### src/rtl/simon_seq_mem.sv
// simon_seq_mem: append-only symbol store; replays over valid/ready and checks guesses in order.
// Latency: replay 2 cycles/symbol, guess result pulses 1 cycle after acceptance.
// Backpressure: play_data held until play_ready; guesses ignored while guess_ready low. SIMON_SEQ_RAND_EN stores LFSR symbols.
module simon_seq_mem #(
  parameter int WIDTH = 2,
  parameter int DEPTH = 16,
  localparam int LEN_W = $clog2(DEPTH + 1)
) (
  input  logic             clock,
  input  logic             reset,
  input  logic             clear,
  input  logic             append_valid,
  input  logic [WIDTH-1:0] append_data,
  output logic             append_ready,
  input  logic             play_start,
  output logic             play_valid,
  output logic [WIDTH-1:0] play_data,
  output logic             play_last,
  input  logic             play_ready,
  input  logic             check_start,
  input  logic             guess_valid,
  input  logic [WIDTH-1:0] guess_data,
  output logic             guess_ready,
  output logic             check_match,
  output logic             check_fail,
  output logic             check_done,
`ifdef SIMON_SEQ_RAND_EN
  output logic [WIDTH-1:0] rand_sym,
`endif
  output logic [LEN_W-1:0] seq_len,
  output logic             full,
  output logic             empty,
  output logic             busy
);

  localparam int ADDR_W = (DEPTH > 1) ? $clog2(DEPTH) : 1;

  typedef enum logic [2:0] {IDLE, PLAY_RD, PLAY_OUT, CHK_RD, CHK_WAIT} state_t;

  state_t           state;
  logic [WIDTH-1:0] mem [DEPTH];
  logic [LEN_W-1:0] index;
  logic [WIDTH-1:0] rd_data;
  logic [WIDTH-1:0] wr_sym;
  logic             start_ok;
  logic             append_fire;
  logic             is_last;

  assign full         = (seq_len == LEN_W'(DEPTH));
  assign empty        = (seq_len == '0);
  assign busy         = (state != IDLE);
  assign start_ok     = (play_start || check_start) && !empty;
  // A start in the same cycle wins over an append, so the append is refused.
  assign append_ready = (state == IDLE) && !full && !start_ok && !clear && !reset;
  assign append_fire  = append_valid && append_ready;
  assign is_last      = (index == seq_len - LEN_W'(1));

  assign play_valid  = (state == PLAY_OUT);
  assign play_last   = (state == PLAY_OUT) && is_last;
  assign play_data   = rd_data;
  assign guess_ready = (state == CHK_WAIT);

`ifdef SIMON_SEQ_RAND_EN
  logic [15:0] lfsr;

  always_ff @(posedge clock) begin
    if (reset)
      lfsr <= 16'hACE1;
    else
      lfsr <= lfsr[0] ? ((lfsr >> 1) ^ 16'hB400) : (lfsr >> 1);
  end

  assign rand_sym = lfsr[WIDTH-1:0];
  assign wr_sym   = rand_sym;
`else
  assign wr_sym = append_data;
`endif

  always_ff @(posedge clock) begin
    if (append_fire)
      mem[seq_len[ADDR_W-1:0]] <= wr_sym;
  end

  always_ff @(posedge clock) begin
    if (reset) begin
      state       <= IDLE;
      seq_len     <= '0;
      index       <= '0;
      rd_data     <= '0;
      check_match <= 1'b0;
      check_fail  <= 1'b0;
      check_done  <= 1'b0;
    end else begin
      check_match <= 1'b0;
      check_fail  <= 1'b0;
      check_done  <= 1'b0;
      if (clear) begin
        state   <= IDLE;
        seq_len <= '0;
        index   <= '0;
      end else begin
        case (state)
          IDLE: begin
            if (start_ok) begin
              index <= '0;
              state <= play_start ? PLAY_RD : CHK_RD;
            end else if (append_fire) begin
              seq_len <= seq_len + LEN_W'(1);
            end
          end
          PLAY_RD: begin
            rd_data <= mem[index[ADDR_W-1:0]];
            state   <= PLAY_OUT;
          end
          PLAY_OUT: begin
            if (play_ready) begin
              if (is_last) begin
                state <= IDLE;
              end else begin
                index <= index + LEN_W'(1);
                state <= PLAY_RD;
              end
            end
          end
          CHK_RD: begin
            rd_data <= mem[index[ADDR_W-1:0]];
            state   <= CHK_WAIT;
          end
          CHK_WAIT: begin
            if (guess_valid) begin
              if (guess_data != rd_data) begin
                check_fail <= 1'b1;
                state      <= IDLE;
              end else if (is_last) begin
                check_done <= 1'b1;
                state      <= IDLE;
              end else begin
                check_match <= 1'b1;
                index       <= index + LEN_W'(1);
                state       <= CHK_RD;
              end
            end
          end
          default: state <= IDLE;
        endcase
      end
    end
  end

endmodule

### config.mk
export PLATFORM = sky130hd
export DESIGN_NAME = simon_seq_mem
export DESIGN_NICKNAME = d
export VERILOG_FILES = /design/src/rtl/simon_seq_mem.sv
export SDC_FILE = /design/constraint.sdc
export NUM_CORES = 1
export LEC_CHECK = 0
export ABC_AREA = 1
export CORE_UTILIZATION = 40
export CTS_CLUSTER_SIZE = 28
export DETAILED_ROUTE_END_ITERATION = 7
export DONT_BUFFER_PORTS = 1
export HOLD_SLACK_MARGIN = 0.06
export PLACE_DENSITY = 0.59
export SLEW_MARGIN = 20
export SYNTH_ARGS = -nofsm -noshare
export SYNTH_HDL_FRONTEND = slang
export SYNTH_SLANG_ARGS = --single-unit
### constraint.sdc
create_clock -name clock -period 1.88 [get_ports clock]
set_clock_uncertainty 0.15 [all_clocks]
set_input_delay 0.282 -clock clock [delete_from_list [all_inputs] [get_ports clock]]
set_output_delay 0.282 -clock clock [all_outputs]
set_load 0.05 [all_outputs]
==> results.ini, run 1 <==
[cts]
htree_levels = 2
clk_pin_slew_ps = 100
cts-buffers-inserted = 5
clk_path_buf_depth = 2
cts_num_sinks = 50
cts_root_buffer = clkbuf_8
clock_latency_ps = 310
cts_tree = built

[floorplanning]
rows = 28
ios = 29
die_h_um = 81.1
start_util = 0.418
core_mm2 = 0.00599
die_x_um = 81.1
dieArea_mm2 = 0.00658

[synth]
synth_fp_nets = 305
syn_area_per_cell_um2 = 8.70
yosysWarnings = 0
ys_types = 35
synth_edf_count = 32
yosysSeqAreaShare = 0.527
syn_inst = 288
synth-seq-cells = 50
syn-cell-area_mm2 = 0.00250
synth-async-reset-ratio = 0
ys_dominant_reg_cell = edfxtp_1

[detailed_routing]
first_pass_iters = 4
drt_iter0_drc = 54
wire_per_inst_um = 13.9
totalWireLength_um = 5660
vias = 2053
detail-route-antenna-nets = 0
drc = 0
via_per_inst = 5.03

[timing]
hold_slack_ps = 72.3
fmax_mhz = 464
relSlewSlack = 0.642
finalHoldViolations = 0
tns_ps = -542
drv_slew = 0
fin_crit_ps = 2150
setup_viol = 11
worst_slew_pin_slew_ps = 536
min_period_over_period = 1.15
rsz0062_at_grt = true
postLayoutSetupSlackWorst_ps = -273

[grt]
grt_pass1_vias = 1919
grt_max_degree = 19
antenna_found_initial = 0
grt-ovfl-total = 0
grt_pass1_wl_um = 8850
grt_usage = 0.183

[cells_and_area]
stdcell_count = 408
antennaDiodeCount = 0
area_growth_pct = 31.0
fin_area_mm2 = 0.00328
finalNetCount = 349
drive_gt1_frac = 0.318

[setup_path]
end_kind = output port
worstPathRequired_ps = 1450
arrival_ps = 1720
start_kind = flip-flop
path_class = reg2out
path_max_fanout = 3

[outcome]
violations = setup timing
outcome = finished, violations left

[place]
place_area_mm2 = 0.00291
place_inst = 391
dp_hpwl_um = 4190
place.gp.congestion = 0.823
portBuffers = 0
dp_slack_ps = 6.54

[power_and_ir_drop]
vdd_ir_drop_max_v = 0.000491
p_leak_nw = 1.22
power_density_mw_per_mm2 = 610

[job]
maxCapViolations = 0

[hold_path]
hold_path_class = in2reg

[through the flow]
stage / total power, mW / util
after floorplan: 1.28 / -
after global placement: 1.33 / 0.486
after detailed placement: 1.33 / 0.486
after CTS: 2.01 / 0.516
after global routing: 2.07 / 0.548
final: 2.00 / 0.548
[synthesized netlist by cell type, drive strengths merged, types with 3 or more instances]
cell | instances | area (um^2)
nand2 | 57 | 239
nor2 | 57 | 246
inv | 35 | 131
edfxtp | 32 | 961
o21ai | 23 | 115
dfxtp | 18 | 360
nand3 | 18 | 103
a21oi | 10 | 53.8
ha | 5 | 62.6
nor3 | 4 | 36.3
o211ai | 4 | 30.0
o22ai | 4 | 25.0
clkbuf | 3 | 11.3
xor2 | 3 | 26.3
[final cells by class]
class | count | area, um^2
inverter | 36 | 148
multi-input combinational | 197 | 1260
clock buffer | 5 | 68.8
timing repair buffer | 42 | 353
tap | 75 | 93.8
fill | 536 | 2710
clock inverter | 3 | 28.8
sequential | 50 | 1330
[final timing paths]
check	start	to	slack, ps	cells past startpoint
worst max register to register	seq_len[1]	index[1]	-40	13
worst max-delay path	seq_len[1]	play_last	-270	10
worst min-delay path	guess_data[1]	check_done	70	3
worst min register to register	seq_len[4]	seq_len[4]	320	1
[sequential cells by signal (all words and copies together), names as in the netlist]
signal and flops:
check_done 1, check_fail 1, check_match 1, index 5, mem 32, play_data 2, seq_len 5, state 3
[power breakdown]
| group | switching, mW | internal (mW) |
|---|---|---|
| Clock | 0.385 | 0.276 |
| Sequential | 0.00293 | 1.17 |
| Combinational | 0.105 | 0.0649 |
[kinds of logic after synthesis]
kind of cell | count (synthesis) | synth area share
AND/OR/NAND/NOR | 143 | 0.268
flip-flops | 50 | 0.527
buffers and inverters | 41 | 0.0634
adder cells (fa/ha/maj) | 5 | 0.0250
AO/OA/AOI/OAI | 44 | 0.0989
XOR/XNOR | 5 | 0.0175
[placed cells by master (no fill, tap or decap), drive strengths merged, types with 10 or more instances in the layout]
cell	count
a21oi	10
inv	34
dfxtp	18
buf	37
o21ai	23
nand3	18
nor2	57
edfxtp	32
nand2	57
[layer usage]
| metal | GRT usage | vias to the layer above | share of wire | routed length (um) |
|---|---|---|---|---|
| li1 | - | 1042 | - | - |
| met1 | 0.241 | 972 | 0.48 | 2730 |
| met2 | 0.301 | 33 | 0.48 | 2690 |
| met3 | 0.0393 | 6 | 0.030 | 168 |
| met4 | 0.0554 | 0 | 0.012 | 70 |
| met5 | 0 | - | 0 | 0 |
[what timing repair did]
item,in CTS,in global routing
hold buffers,5,0
setup buffers,1,3
pin swaps,2,10
endpoints found under the setup margin,8,44
hold endpoints to repair,36,0
gates resized for setup,9,36
[critical path, stage by stage, from the launching register on]
cell        delay [ps]
dfxtp_4            370
inv_4               40
ha_4               260
inv_2               40
nand2_2             40
nand2_1             50
nor2_1             100
nand2_1             70
nor2_2             120
nand3_2            110
clkinvlp_4         220
No activity file was read; power rests on OpenSTA's default activity.
==> run 2, diff against run 1 <==
Settings changed: ABC_AREA 1 to unset.
==> run 2 against run 1 <==
The flow still finishes with violations (setup timing). Setup slack got worse by 360 ps. Sequential share of layout area down 2.1 points. Sequential power about the same. Final cell count decreased by 21%. Sequential cell count unchanged. Global-route usage rose by 1.5 points. Critical path depth fell by 1. Hold slack better by 23 ps. Critical path type unchanged. Largest power group unchanged.
==> results.ini, run 2 <==
[outcome]
outcome = finished, violations left
violations = setup timing

[power_and_ir_drop]
pwr-share-comb = 0.066
vdd_ir_drop_max_v = 0.000308
seqPwrFrac = 0.555
switching_share = 0.223
power_mw = 2.10
cell_internal_pwr_mw = 1.63
p_switching_mw = 0.469
power_density_mw_per_mm2 = 606
p_leak_nw = 1.15
pwr-share-clk = 0.379

[floorplanning]
die_h_um = 79.2
ios = 29
core_mm2 = 0.00564
rows = 27
dieArea_mm2 = 0.00628
die_x_um = 79.2
start_util = 0.423

[detailed_routing]
drt_iter0_drc = 91
first_pass_iters = 4
vias = 1733
drc = 0
via_per_inst = 5.35
totalWireLength_um = 5840
detail-route-antenna-nets = 0
wire_per_inst_um = 18.0

[timing]
rsz0062_at_grt = true
worst_slew_pin_slew_ps = 544
drv_slew = 0
fin_crit_ps = 2520
fmax_mhz = 397
relSlewSlack = 0.636
postLayoutSetupSlackWorst_ps = -637
hold_slack_ps = 95.0
min_period_over_period = 1.34
tns_ps = -18300
finalHoldViolations = 0
setup_viol = 52

[cells_and_area]
area_growth_pct = 45.3
finalCoreUtilization = 0.615
drive_gt1_frac = 0.500
final_common_cell = buf_4
multi_input_area_mm2 = 0.00134
antennaDiodeCount = 0
seq_area_mm2 = 0.00134
finalNetCount = 268
largest_register_ffs = 32
fillers = 432
final_cell_mix = 35 x buf_4, 32 x edfxtp_1, 15 x nor2_1

[cts]
clk_path_buf_depth = 2
htree_levels = 2
cts_root_buffer = clkbuf_8
cts-buffers-inserted = 5
cts_tree = built
cts_num_sinks = 50
clock_latency_ps = 310
clk_pin_slew_ps = 100

[setup_path]
r2r_cells = 11
critPathMaxStageDelay_ps = 370
r2r_start = seq_len[0]
cp_slowest_cell = dfxtp_4
end_kind = output port
start_kind = flip-flop
rrSetupSlack_ps = -560
reg2reg_to = index[0]
cp_top_family = buffers and inverters
path_buf_inv = 4
path_max_fanout = 2
worstPathRequired_ps = 1450
arrival_ps = 2090
path_cells = inv_4 -> ha_4 -> xor2_1 -> nand2_1 -> a2111oi_4 -> buf_4 -> inv_2 -> nor3_2 -> buf_6
path_class = reg2out

[hold_path]
whs_endpoint = play_data[0]
hold_path_class = in2reg
whs_path_depth = 3
min_from = clear

[place]
portBuffers = 0
place.gp.congestion = 0.823
dp_hpwl_um = 3940

[synth]
yosysSeqAreaShare = 0.554
syn_area_per_cell_um2 = 12.2
synth-async-reset-ratio = 0
synth.largest_area_cell = edfxtp_1
synth_fp_nets = 213
yosysMostFrequentCell = edfxtp_1
yosysTopAreaCellShare = 0.403
yosysWarnings = 0
ys_types = 42
ys_dominant_reg_cell = edfxtp_1
synthTopCellsByCount = 32 x edfxtp_1, 29 x nor2_1, 18 x dfxtp_1
synth-seq-cells = 50
syn_inst = 196
synth_edf_count = 32
ys_top_cells_by_area = edfxtp_1 40%, dfxtp_1 15%, mux4_2 9.4%, nor2_1 4.6%, ha_1 2.6%
syn-cell-area_mm2 = 0.00239

[grt]
grt_max_degree = 18
antenna_found_initial = 0
grt_pass1_wl_um = 9000
grt_usage = 0.198
grt_pass1_vias = 1802
grt-ovfl-total = 0

[job]
maxCapViolations = 0

[run 2: what timing repair did]
action	in CTS	in global routing
gates resized for setup	53	18
pin swaps	9	17
hold buffers	6	0
endpoints found under the hold margin	39	0
setup endpoints to repair	51	54
buffers inserted	8	6
[run 2: power groups by stage]
stage                     registers, mW  clock network (mW)  logic [mW]
after global routing               1.17               0.853       0.148
final                              1.16               0.796       0.139
after CTS                          1.16               0.805       0.131
after floorplan                    1.20                   0      0.0556
after detailed placement           1.19                   0      0.0885
after global placement             1.19                   0      0.0865
[run 2: how the worst max path moves through the flow]
stage                     depth (start not counted)       start    endpoint  slack [ps]
after floorplan                                   9  seq_len[0]  seq_len[4]        -980
after global placement                            8  seq_len[0]    index[0]        -500
after detailed placement                          8  seq_len[0]    index[0]        -620
after CTS                                         9  seq_len[1]   play_last        -630
after global routing                              9  seq_len[1]   play_last        -720
final                                             9  seq_len[0]   play_last        -640
[run 2: logic make-up (layout without fill, tap and decap cells)]
group,count (synthesis),count (layout),synth area share
buf+inv,15,71,0.0304
simple gates,75,75,0.165
compound gates,25,25,0.0687
flops,50,50,0.554
xor+xnor,11,11,0.0404
mux,15,15,0.115
fa+ha+maj,5,5,0.0262
[run 2: cell type report]
cell class / instances / share of cell area
Timing Repair Buffer: 58 / 0.162
Sequential cell: 50 / 0.385
Tap cell: 72 / 0.0260
Multi-Input combinational cell: 131 / 0.386
Clock inverter: 3 / 0.0141
Clock buffer: 5 / 0.0198
Inverter: 5 / 0.00686
[run 2: worst reg2reg max path, cell delays in order (launching register included)]
cell and delay (ps):
dfxtp_4 370, inv_4 40, ha_4 180, and3_1 200, o2bb2ai_2 160, a2111oi_4 100
buf_4 150, buf_4 120, buf_6 110, a211o_4 380, a211o_1 300, a21oi_2 110
[run 2: stage by stage]
step / instance area, um^2 / worst slack, ps / instances
after detailed placement: 2860 / -619 / 298
after global routing: 3470 / -722 / 324
final: 3470 / -637 / 324
after floorplan: 2510 / -977 / 196
after CTS: 3330 / -630 / 319
after global placement: 2860 / -499 / 298
[run 2: per-layer routing]
| layer | up-vias | wire (um) | global-route usage |
|---|---|---|---|
| met5 | - | 0 | 0 |
| met4 | 0 | 94 | 0.0764 |
| met3 | 8 | 202 | 0.0494 |
| met2 | 35 | 3130 | 0.350 |
| met1 | 863 | 2420 | 0.230 |
| li1 | 827 | - | - |
==> run 3, diff against run 2 <==
==> constraint.sdc (replaced) <==
create_clock -name clock -period 1.88 [get_ports clock]
set_clock_uncertainty 0.15 [all_clocks]
set_input_delay 0.376 -clock clock [delete_from_list [all_inputs] [get_ports clock]]
set_output_delay 0.376 -clock clock [all_outputs]
set_load 0.05 [all_outputs]
==> run 3 against run 2 <==
The flow still finishes with violations (setup timing). Power down 0.36%. Fmax fell by 1.4%. Hold slack better by 11 ps. Routed wire length barely moved. Clock power shrank 1%. Critical path depth shrank 2. Via count rose by 2.4%. Core utilization is 1.5 points higher. Non-clock buffer count up 5. Die area stayed put. Sequential cell count stayed put. Largest power group unchanged. Highest routed layer unchanged.
==> results.ini, run 3 (synthesis results as in run 2) <==
[place]
dp_hpwl_um = 3850
portBuffers = 0
place.gp.congestion = 0.846
place_inst = 299
dp_slack_ps = -580
place_area_mm2 = 0.00288

[cells_and_area]
stdcell_count = 329
final_common_cell = buf_4
area_growth_pct = 48.8
fin_area_mm2 = 0.00355
final_cell_mix = 41 x buf_4, 32 x edfxtp_1, 14 x nor2_1, 14 x nor2_4
fillers = 415
largest_register_ffs = 32
drive_gt1_frac = 0.556
finalNetCount = 273
antennaDiodeCount = 0

[detailed_routing]
vias = 1774
totalWireLength_um = 5850
detail-route-antenna-nets = 0
wire_per_inst_um = 17.8
drc = 0
drt_iter0_drc = 97
first_pass_iters = 4
via_per_inst = 5.39

[cts]
cts_num_sinks = 50
clk_pin_slew_ps = 100
cts-buffers-inserted = 5
htree_levels = 2
clock_latency_ps = 310
clk_path_buf_depth = 2
cts_tree = built
cts_root_buffer = clkbuf_8

[grt]
grt_pass1_wl_um = 9200
grt_usage = 0.198
grt_max_degree = 18
grt-ovfl-total = 0
antenna_found_initial = 0
grt_pass1_vias = 1796

[setup_path]
worstPathRequired_ps = 1350
r2r_cells = 9
r2r_start = seq_len[0]
start_kind = flip-flop
crit_end = play_last
path_max_fanout = 3
startpoint = seq_len[0]
rrSetupSlack_ps = -490
reg2reg_to = index[0]
path_class = reg2out
arrival_ps = 2030
end_kind = output port

[timing]
postLayoutSetupSlackWorst_ps = -674
finalHoldViolations = 0
hold_slack_ps = 106
drv_slew = 0
tns_ps = -16520
fin_crit_ps = 2550
min_period_over_period = 1.36
setup_viol = 51
rsz0062_at_grt = true
relSlewSlack = 0.632
worst_slew_pin_slew_ps = 549
fmax_mhz = 392

[floorplanning]
die_x_um = 79.2
ios = 29
start_util = 0.423
rows = 27
dieArea_mm2 = 0.00628
core_mm2 = 0.00564
die_h_um = 79.2

[outcome]
outcome = finished, violations left
violations = setup timing

[power_and_ir_drop]
vdd_ir_drop_max_v = 0.000343
power_density_mw_per_mm2 = 589
p_leak_nw = 1.17

[hold_path]
min_from = guess_valid
hold_path_class = in2reg

[job]
maxCapViolations = 0

run 3: through the flow:
step                       util  total power [mW]
after detailed placement  0.511              1.28
after global placement    0.511              1.28
final                     0.629              2.09
after global routing      0.629              2.16
after CTS                 0.601              2.09
after floorplan               -              1.25
run 3: layer usage:
layer  vias up  routed length, um  track usage
met5         -                  0            0
met4         0                 65       0.0564
met3         6                245       0.0494
met2        36               3160        0.347
met1       893               2380        0.241
li1        839                  -            -
run 3: how the worst min path moves through the flow:
stage	to	depth (start not counted)
after floorplan	play_data[0]	1
after global placement	play_data[0]	1
after detailed placement	play_data[0]	1
after CTS	check_done	2
after global routing	check_fail	2
final	check_done	2
run 3: power by group:
part	switching, mW	leakage [nW]	internal, mW	total [mW]
registers	0.00140	0.437	1.16	1.16
logic	0.0783	0.678	0.0646	0.143
clock network	0.381	0.0587	0.404	0.785
total	0.461	1.17	1.63	2.09
run 3: final cells by class:
cell class                 instances  area, um^2  area share
multi-input combinational        131        1360       0.382
clock inverter                     3        47.5      0.0134
timing repair buffer              63         622       0.175
inverter                           5        27.5     0.00775
clock buffer                       5        68.8      0.0194
tap                               72        90.1      0.0254
sequential                        50        1340       0.377
run 3: timing repair:
action | CTS | global route
setup endpoints to repair | 55 | 55
pin swaps | 13 | 12
gates resized for setup | 61 | 22
hold buffers | 3 | 0
endpoints found under the hold margin | 34 | 0
setup buffers | 11 | 9
run 3: worst max-delay path, cell delays in order (launching register included):
cell       delay (ps)
dfxtp_4           360
buf_4             140
nor3_1            270
xnor2_1           160
a2111oi_4         370
inv_2             100
nor3_4            160
buf_12            160
